### src/rtl/led_fade_engine_pkg.sv
// Shared definitions for the LED fade engine: register map, CTRL bit layout,
// brightness type and the channel limit the register map is sized for.
`timescale 1ns/1ps
package led_pkg;

    typedef logic [7:0] brightness_t;

    localparam int MAX_CH = 10;

    localparam logic [4:0] ADDR_TARGET0  = 5'd0;
    localparam logic [4:0] ADDR_CURRENT0 = 5'd10;
    localparam logic [4:0] ADDR_STEP     = 5'd20;
    localparam logic [4:0] ADDR_PRESC    = 5'd21;
    localparam logic [4:0] ADDR_STATUS   = 5'd22;
    localparam logic [4:0] ADDR_CTRL     = 5'd23;

    localparam int CTRL_RUN_BIT  = 0;
    localparam int CTRL_SNAP_BIT = 1;

endpackage

### src/rtl/led_fade_engine_if.sv
// Device bus for the fade engine: CPU (master) drives address/strobe/data,
// the engine (slave) returns registered read data.
`timescale 1ns/1ps
interface led_fade_engine_if;
    logic [4:0] address;
    logic       enable;
    logic       mode;
    logic [7:0] data_in;
    logic [7:0] data_out;

    modport master (output address, output enable, output mode, output data_in,
                    input data_out);
    modport slave  (input address, input enable, input mode, input data_in,
                    output data_out);
endinterface

### src/rtl/led_fade_engine_tick_gen.sv
// Fade tick prescaler: a fixed BASE_DIV pre-divider followed by a
// programmable 0..presc stage. tick is a single-clk strobe.
`timescale 1ns/1ps
module fade_tick_gen #(
    parameter int BASE_DIV = 256
) (
    input  logic       clk,
    input  logic       rst_n,
    input  logic       run,
    input  logic       clear,
    input  logic [7:0] presc,
    output logic       tick
);
    localparam int PRE_W = (BASE_DIV > 1) ? $clog2(BASE_DIV) : 1;
    localparam logic [PRE_W-1:0] PRE_LAST = PRE_W'(BASE_DIV - 1);

    logic [PRE_W-1:0] pre_cnt;
    logic [7:0]       main_cnt;

    assign tick = run && (pre_cnt == PRE_LAST) && (main_cnt == presc);

    // Both counters advance only while running; a PRESC write restarts the period.
    always_ff @(posedge clk or negedge rst_n) begin
        if (!rst_n) begin
            pre_cnt  <= '0;
            main_cnt <= '0;
        end else if (clear) begin
            pre_cnt  <= '0;
            main_cnt <= '0;
        end else if (run) begin
            if (pre_cnt == PRE_LAST) begin
                pre_cnt  <= '0;
                main_cnt <= (main_cnt == presc) ? 8'd0 : main_cnt + 8'd1;
            end else begin
                pre_cnt <= pre_cnt + 1'b1;
            end
        end
    end
endmodule

### src/rtl/led_fade_engine.sv
// Bus-mapped brightness sequencer: ramps each channel's current level toward
// its target by STEP on every fade tick; level feeds the PWM duty inputs.
`timescale 1ns/1ps
module led_fade_engine
    import led_pkg::*;
#(
    parameter int NUM_CH   = 10,
    parameter int BASE_DIV = 256
) (
    input  logic               clk,
    input  logic               rst_n,
    led_fade_engine_if.slave   bus,
    output brightness_t        level [NUM_CH],
    output logic               fade_done
);
    logic        wr_en, rd_en, snap, presc_clear, tick, busy;
    logic [7:0]  step_reg, presc_reg, rd_data;
    logic        run_reg, busy_reg;
    brightness_t target [NUM_CH];
    logic [NUM_CH-1:0] ch_busy;

    assign wr_en       = bus.enable & bus.mode;
    assign rd_en       = bus.enable & ~bus.mode;
    assign snap        = wr_en && (bus.address == ADDR_CTRL) && bus.data_in[CTRL_SNAP_BIT];
    assign presc_clear = wr_en && (bus.address == ADDR_PRESC);
    assign busy        = |ch_busy;

    fade_tick_gen #(.BASE_DIV(BASE_DIV)) u_tick (
        .clk   (clk),
        .rst_n (rst_n),
        .run   (run_reg),
        .clear (presc_clear),
        .presc (presc_reg),
        .tick  (tick)
    );

    // Global control registers; snap is an action, not stored state.
    always_ff @(posedge clk or negedge rst_n) begin
        if (!rst_n) begin
            step_reg  <= 8'd1;
            presc_reg <= 8'd0;
            run_reg   <= 1'b1;
        end else if (wr_en) begin
            if (bus.address == ADDR_STEP)  step_reg  <= bus.data_in;
            if (bus.address == ADDR_PRESC) presc_reg <= bus.data_in;
            if (bus.address == ADDR_CTRL)  run_reg   <= bus.data_in[CTRL_RUN_BIT];
        end
    end

    genvar gi;
    generate
        for (gi = 0; gi < NUM_CH; gi++) begin : g_ch
            localparam logic [4:0] TGT_ADDR = ADDR_TARGET0 + 5'(gi);
            localparam logic [4:0] CUR_ADDR = ADDR_CURRENT0 + 5'(gi);

            brightness_t tgt, cur, stepped;
            logic [8:0]  up_sum, down_diff;

            // 9-bit arithmetic so overshoot/borrow is visible and clamps to target.
            assign up_sum    = {1'b0, cur} + {1'b0, step_reg};
            assign down_diff = {1'b0, cur} - {1'b0, step_reg};

            // One fade step toward the (pre-edge) target.
            always_comb begin
                stepped = cur;
                if (cur < tgt) begin
                    stepped = (up_sum > {1'b0, tgt}) ? tgt : up_sum[7:0];
                end else if (cur > tgt) begin
                    stepped = (down_diff[8] || (down_diff[7:0] < tgt)) ? tgt : down_diff[7:0];
                end
            end

            // Target register; a same-cycle tick still sees the old value.
            always_ff @(posedge clk or negedge rst_n) begin
                if (!rst_n)                                 tgt <= '0;
                else if (wr_en && bus.address == TGT_ADDR)  tgt <= bus.data_in;
            end

            // Current level: direct write beats snap beats tick.
            always_ff @(posedge clk or negedge rst_n) begin
                if (!rst_n)                                 cur <= '0;
                else if (wr_en && bus.address == CUR_ADDR)  cur <= bus.data_in;
                else if (snap)                              cur <= tgt;
                else if (tick)                              cur <= stepped;
            end

            assign target[gi]  = tgt;
            assign level[gi]   = cur;
            assign ch_busy[gi] = (cur != tgt);
        end
    endgenerate

    // Read mux; unmapped and out-of-range channel addresses read as zero.
    always_comb begin
        rd_data = '0;
        case (bus.address)
            ADDR_STEP:   rd_data = step_reg;
            ADDR_PRESC:  rd_data = presc_reg;
            ADDR_STATUS: rd_data = {7'd0, busy};
            ADDR_CTRL:   rd_data = {7'd0, run_reg};
            default:     rd_data = '0;
        endcase
        for (int i = 0; i < NUM_CH; i++) begin
            if (bus.address == ADDR_TARGET0 + 5'(i))  rd_data = target[i];
            if (bus.address == ADDR_CURRENT0 + 5'(i)) rd_data = level[i];
        end
    end

    // Registered read data, held between reads.
    always_ff @(posedge clk or negedge rst_n) begin
        if (!rst_n)     bus.data_out <= '0;
        else if (rd_en) bus.data_out <= rd_data;
    end

    // fade_done pulses one clk after busy falls, whatever made it fall.
    always_ff @(posedge clk or negedge rst_n) begin
        if (!rst_n) begin
            busy_reg  <= 1'b0;
            fade_done <= 1'b0;
        end else begin
            busy_reg  <= busy;
            fade_done <= busy_reg & ~busy;
        end
    end
endmodule

### src/flat_wrapper.sv
// flat-port wrapper written by rule: the top's interface ports become plain ports
module led_fade_engine_flat import led_pkg::*;
#(
    parameter int NUM_CH   = 10,
    parameter int BASE_DIV = 256
)
  (clk, rst_n, level, fade_done, bus_address, bus_enable, bus_mode, bus_data_in, bus_data_out);
  led_fade_engine_if bus_i ();
  input  logic clk;
  input  logic rst_n;
  output brightness_t level[NUM_CH];
  output logic fade_done;
  input wire logic [$bits(bus_i.address)-1:0] bus_address;
  input wire logic [$bits(bus_i.enable)-1:0] bus_enable;
  input wire logic [$bits(bus_i.mode)-1:0] bus_mode;
  input wire logic [$bits(bus_i.data_in)-1:0] bus_data_in;
  output wire logic [$bits(bus_i.data_out)-1:0] bus_data_out;
  assign bus_i.address = bus_address;
  assign bus_i.enable = bus_enable;
  assign bus_i.mode = bus_mode;
  assign bus_i.data_in = bus_data_in;
  assign bus_data_out = bus_i.data_out;
  led_fade_engine #(.NUM_CH(NUM_CH), .BASE_DIV(BASE_DIV)) u_core (.clk(clk), .rst_n(rst_n), .bus(bus_i), .level(level), .fade_done(fade_done));
endmodule
### config.mk
export PLATFORM = sky130hd
export DESIGN_NAME = led_fade_engine_flat
export DESIGN_NICKNAME = d
export VERILOG_FILES = /design/src/rtl/led_fade_engine_pkg.sv /design/src/rtl/led_fade_engine_if.sv /design/src/rtl/led_fade_engine_tick_gen.sv /design/src/rtl/led_fade_engine.sv /design/src/flat_wrapper.sv
export SDC_FILE = /design/constraint.sdc
export NUM_CORES = 1
export LEC_CHECK = 0
export ABC_AREA = 1
export BUFFER_PORTS_ARGS = -buffer_cell sky130_fd_sc_hd__buf_2
export CAP_MARGIN = 5
export CORE_UTILIZATION = 62
export CTS_CLUSTER_DIAMETER = 60
export DETAILED_ROUTE_END_ITERATION = 8
export PLACE_DENSITY = 0.78
export REMOVE_ABC_BUFFERS = 1
export SLEW_MARGIN = 20
export SYNTH_ARGS = -nofsm -noshare
export SYNTH_HDL_FRONTEND = slang
export SYNTH_SLANG_ARGS = --single-unit
### constraint.sdc
create_clock -name clk -period 10.2 [get_ports clk]
set_clock_uncertainty 0.2 [all_clocks]
set_input_delay 1.02 -clock clk [delete_from_list [all_inputs] [get_ports clk]]
set_output_delay 1.02 -clock clk [all_outputs]
set_load 0.1 [all_outputs]
# == Yosys cells after proc, flatten, opt, wreduce, memory -nomap -nowiden ==
# Cells that the tools add are included.
# Widths: inputs -> output; s select.
# op_classes
n_addsub,22
mul,0
n_div,0
n_lt_le_gt_ge,40
n_eq_ne,35
shifts,0
mux,98
n_bitwise,5
reduce_logical,73
# ops
op,n
$mux 8,97
$lt 8x8->1,20
$add 8x8->9,10
$gt 9x8->1,10
$sub 8x8->9,10
$gt 8x8->1,10
$ne 8x8->1,10
$eq 5x4->1 const B,8
$eq 5x5->1 const B,8
$reduce_bool 4->1,10
$pmux 8 s4,1
$reduce_bool 3->1,10
$reduce_and 2->1,14
$logic_and 1x1->1,25
$eq 5x3->1 const B,4
$add 8x1->8 const B,2
$eq 5x2->1 const B,2
$logic_or 1x1->1,10
$reduce_or 10->1,1
$eq 8x8->1,1
$eq 8x8->1 const B,1
$eq 5x1->1 const B,1
$logic_not 5->1,1
$reduce_bool 2->1,2
other kinds (2),5
# totals
register_bits,203
latchBits,0
ramBits,0
mem_bits_ro,0
out_inout_bits,89
wordCells,301
n_memories,0

# == Longest topological paths before layout ==
# logic_depth
word_depth,23
ltp_mapped,24

# == Modules after synthesis ==
# A second synthesis with hierarchy kept.
# unflattened
hier_cells,3262
hier_area_um2,23646.4
# modules_own_cells
mod,instances,cells_each,area_each_um2,seq_area_each_um2
led_fade_engine,1,3115,22584.2,4682.0
fade_tick_gen,1,147,1062.3,400.4

# == Worst setup path after synthesis ==
# No wires, ideal clock.
# synth_timing
path_kind,register -> register
startpoint,register u_core.step_reg[1]
endpoint,register u_core.g_ch[2].cur[1]
setup_ns,0.129
t_arrival_ns,4.140
path_slack_ns,5.731
path_stages_with_launch,22
period_less_slack_ns,4.469
path_cell_list,dfrtp_1 -> inv_1 -> ha_1 -> nor2_1 -> nand2_1 -> nand2_1 -> a21oi_1 -> o21bai_1 -> a21oi_1 -> o21ai_0 -> xor2_1 -> inv_1 -> ha_1 -> nand2_1 -> nor4_1 -> or2_0 -> nand2_2 -> inv_2 -> nor2_1 -> nor3_1 -> o311ai_1 -> nand2_1
# synth_via
elab_chain_cells,9
word_cells_on_any_way,12
# synth_rtl
item,line_no,source
start: declaration,led_fade_engine.sv:17,"logic [7:0] step_reg, presc_reg, rd_data;"
start signal: assignment,led_fade_engine.sv:44,if (bus.address == ADDR_STEP) step_reg <= bus.data_in;
$sub 8x8->9,led_fade_engine.sv:61,"assign down_diff = {1'b0, cur} - {1'b0, step_reg};"
$lt 8x8->1,led_fade_engine.sv:69,stepped = (down_diff[8] || (down_diff[7:0] < tgt)) ? tgt : down_diff[7:0];
$logic_or 1x1->1,led_fade_engine.sv:69,
$mux 8,led_fade_engine.sv:69,
$mux 8,led_fade_engine.sv:68,end else if (cur > tgt) begin
$mux 8 (*),led_fade_engine.sv:66,if (cur < tgt) begin
$mux 8 (*),led_fade_engine.sv:84,else if (tick) cur <= stepped;
$mux 8 (*),led_fade_engine.sv:83,else if (snap) cur <= tgt;
$mux 8 (*),led_fade_engine.sv:82,else if (wr_en && bus.address == CUR_ADDR) cur <= bus.data_in;
end signal: assignment,led_fade_engine.sv:82,
end signal: assignment,led_fade_engine.sv:83,
end signal: assignment,led_fade_engine.sv:84,
end: declaration,led_fade_engine.sv:56,"brightness_t tgt, cur, stepped;"
# Every way passes the cells marked *; elsewhere a longest branch is shown, timed or not. The select of a mux whose other input is x is not followed.
# A chain may end at the register's enable or synchronous reset.

# == Final worst setup path ==
# layout_timing
startpoint,register u_core.step_reg[2]
endpoint,register u_core.g_ch[2].cur[2]
# The elaborated chain is that of the path after synthesis.

==> impl_metrics.env <==
export IMPL_rsz0062_at_grt="no"
export IMPL_holdCritPathClass="flop to flop"
export IMPL_async_flop_share_pct=100.0
export IMPL_critPathSlowestCell="dfrtp_1"
export IMPL_synth_top_cell_area_share_pct=21.24
export IMPL_start_util_pct=62.87
export IMPL_worstPathMaxFanout=13
export IMPL_worstSetupPathType="flop to flop"
export IMPL_die_x_um=197.4
export IMPL_ant_nets=0
export IMPL_setup_viol=0
export IMPL_drt_pass1_iter_count=9
export IMPL_postCtsSetupBuffers=0
export IMPL_grt_pass1_vias=23380
export IMPL_hold_buffers=0
export IMPL_grt_pass1_wl_um=130600
export IMPL_yosysUniqueCellTypes=59
export IMPL_numCtsBuffers=22
export IMPL_required_ns=10.46
export IMPL_regToRegSetupSlack_ns=4.79
export IMPL_drive_gt1_share_pct=8.428
export IMPL_crit_buf_inv=4
export IMPL_clk_pin_slew_ns=0.07
export IMPL_fill_cells=3341
export IMPL_core_um2=37670
export IMPL_route_detailed_wl_per_inst_um=22.05
export IMPL_nets=3772
export IMPL_start_kind="flop"
export IMPL_path_cells="inv_1, ha_1, inv_1, o21bai_1, a21oi_1, o21ai_0, a21oi_1, o21bai_1, xor2_1, inv_1, ha_1, nand2_1, a21oi_1, a211o_1, nand2_1, inv_1, o21ai_0, a21oi_1, o21ai_0, o211ai_1, nand2_1"
export IMPL_hold_viol_final=0
export IMPL_syn_to_final_growth_pct=7.324
export IMPL_synth_seq_cells=203
export IMPL_yosys_warnings=0
export IMPL_vias_per_cell=6.350
export IMPL_grt_start_max_net_pins=131
export IMPL_cts_sink_count=203
export IMPL_crit_family="compound AO/OA/AOI/OAI gates"
export IMPL_synth_most_common_cell="nand2_1"
export IMPL_crit_arrival_ns=5.67
export IMPL_io_buffers=105
export IMPL_setup_tns_ns=0
export IMPL_end_kind="flop"
export IMPL_root_buffer="clkbuf_16"
export IMPL_netlist_instances=3271
export IMPL_grt_overflow=0
export IMPL_placed_cell_area_um2=24620
export IMPL_reg_largest_list="u_core.g_ch.cur x80, u_core.g_ch.tgt x80"
export IMPL_syn_avg_cell_area_um2=7.239
export IMPL_ys_seq_area_share_pct=21.46
export IMPL_tightestPinTransition_ns=1.166
export IMPL_drt_initial_drc_count=2315
export IMPL_slowest_delay_ns=0.84
export IMPL_synth_edf_count=0
export IMPL_post_cts_resized=0
export IMPL_peakVddDrop_uv=327.8
export IMPL_vias=24580
export IMPL_num_rows=71
export IMPL_min_period_ns=5.408
export IMPL_grt_total_usage_pct=43.59
export IMPL_pin_count=106
export IMPL_synth_ff_type="dfrtp_1"
export IMPL_power_density_nw_per_um2=339.5
export IMPL_place_congestion=0.9880
export IMPL_clk_path_buf_depth=3
export IMPL_status="finished clean"
export IMPL_slew_viol_final=0
export IMPL_route_detailed_drc=0
export IMPL_antenna_found_initial=0
export IMPL_die_h_um=197.4
export IMPL_synth_common_cells="nand2_1, inv_1, ha_1"
export IMPL_p_leak_nw=12.87
export IMPL_place_hpwl_um=62960
export IMPL_finish_instance_area_um2=25410
export IMPL_clock_latency_ns=0.54
export IMPL_die_area_um2=38980
export IMPL_relSlewSlack_pct=22.16
export IMPL_post_route_period_util_pct=53.02
export IMPL_cts_tree="yes"
export IMPL_drv_cap=0
export IMPL_h_tree_depth=1
export IMPL_drt_wl_total_um=85350
export IMPL_max_freq_mhz=184.9
export IMPL_yosysTopAreaCell="dfrtp_1"
export IMPL_syn_area_um2=23680
export IMPL_synth_area_leaders="dfrtp_1, ha_1, nand2_1"
==> per-layer routing <==
metal / GRT usage, % / wire (um)
met1: 55.27 / 33360
met2: 67.31 / 36590
met3: 10.38 / 9502
met4: 26.07 / 5893
met5: 0 / 0
==> worst register-to-register path, delay by kind of cell (launching register included) <==
kind,cells,cell delay (ns)
XOR/XNOR,1,0.16
AND/OR/NAND/NOR,3,0.42
adder cells (fa/ha/maj),2,0.92
buffers and inverters,4,1.06
flip-flops,1,0.84
AO/OA/AOI/OAI,11,1.75
==> per-stage QoR <==
step | hold WS (ns) | std cells | total power [mW] | setup slack [ns] | util (%)
3_5_place_dp | 0.2603 | 3830 | 7.572 | 4.982 | 65.36
3_3_place_gp | 0.2550 | 3830 | 7.365 | 5.255 | 65.36
6_report | 0.2821 | 3871 | 8.629 | 4.792 | 67.47
5_1_grt | 0.3130 | 3869 | 9.346 | 4.413 | 67.46
2_1_floorplan | 0.2481 | 3201 | 6.028 | 5.604 | -
4_1_cts | 0.2750 | 3869 | 8.472 | 4.943 | 67.45
==> worst paths after layout <==
kind,start,end,depth (start not counted)
worst max-delay path,u_core.step_reg[2]$_DFFE_PN0P_,u_core.g_ch[2].cur[2]$_DFFE_PN0P_,21
worst min-delay path,u_core.busy_reg$_DFF_PN0_,u_core.fade_done$_DFF_PN0_,2
worst max register to register,u_core.step_reg[2]$_DFFE_PN0P_,u_core.g_ch[2].cur[2]$_DFFE_PN0P_,21
worst min register to register,u_core.busy_reg$_DFF_PN0_,u_core.fade_done$_DFF_PN0_,2
max in group asynchronous,rst_n,u_core.g_ch[9].tgt[0]$_DFFE_PN0P_,2
min in group asynchronous,rst_n,u_core.g_ch[0].cur[0]$_DFFE_PN0P_,1
==> final cells by class <==
class,instances,area (um2),share of cell area [%]
multi-input combinational,2565,16630,65.44
sequential,203,5082,20.00
inverter,433,1633,6.425
clock buffer,29,648.1,2.550
tap,511,639.4,2.516
timing repair buffer,118,636.9,2.506
clock inverter,10,138.9,0.5465
antenna,2,5.005,0.01969
==> report_power, final <==
part	total (mW)	switching [mW]	internal [mW]	leakage, nW
sequential	1.37	0.398	0.972	2.66
clock	0.887	0.362	0.524	0.390
combinational	6.37	4.31	2.07	9.82
total	8.63	5.07	3.56	12.9
==> layout by cell type, fill, tap and decap left out, drive strengths merged, types with 4 or more instances in the layout <==
cell and count:
a211oi 19, nand4 47, nor3 21, o22ai 13, nor4 6, dfrtp 201, clkinv 10, o21a 6
fa 20, inv 429, nor2 252, a22oi 58, o21ai 438, clkbuf 29, nand2 558, o221ai 12
o211ai 39, a211o 4, buf 118, nand3 66, or2 6, ha 392, xor2 109, a21oi 392
xnor2 17, o21bai 60, a221oi 15
==> kinds of logic (layout without fill, tap and decap cells) <==
family,Yosys count,after routing,share of synthesized area [%]
xor gates and xnor gates,126,126,4.661
DFF,203,203,21.46
and+or+nand+nor,957,957,17.07
other,0,2,0
adders and majority gates,412,412,22.40
buffers and inverters,503,590,8.306
AOI/OAI and AO/OA,1070,1070,26.09
Note: power is estimated with default switching activity, not from simulation.
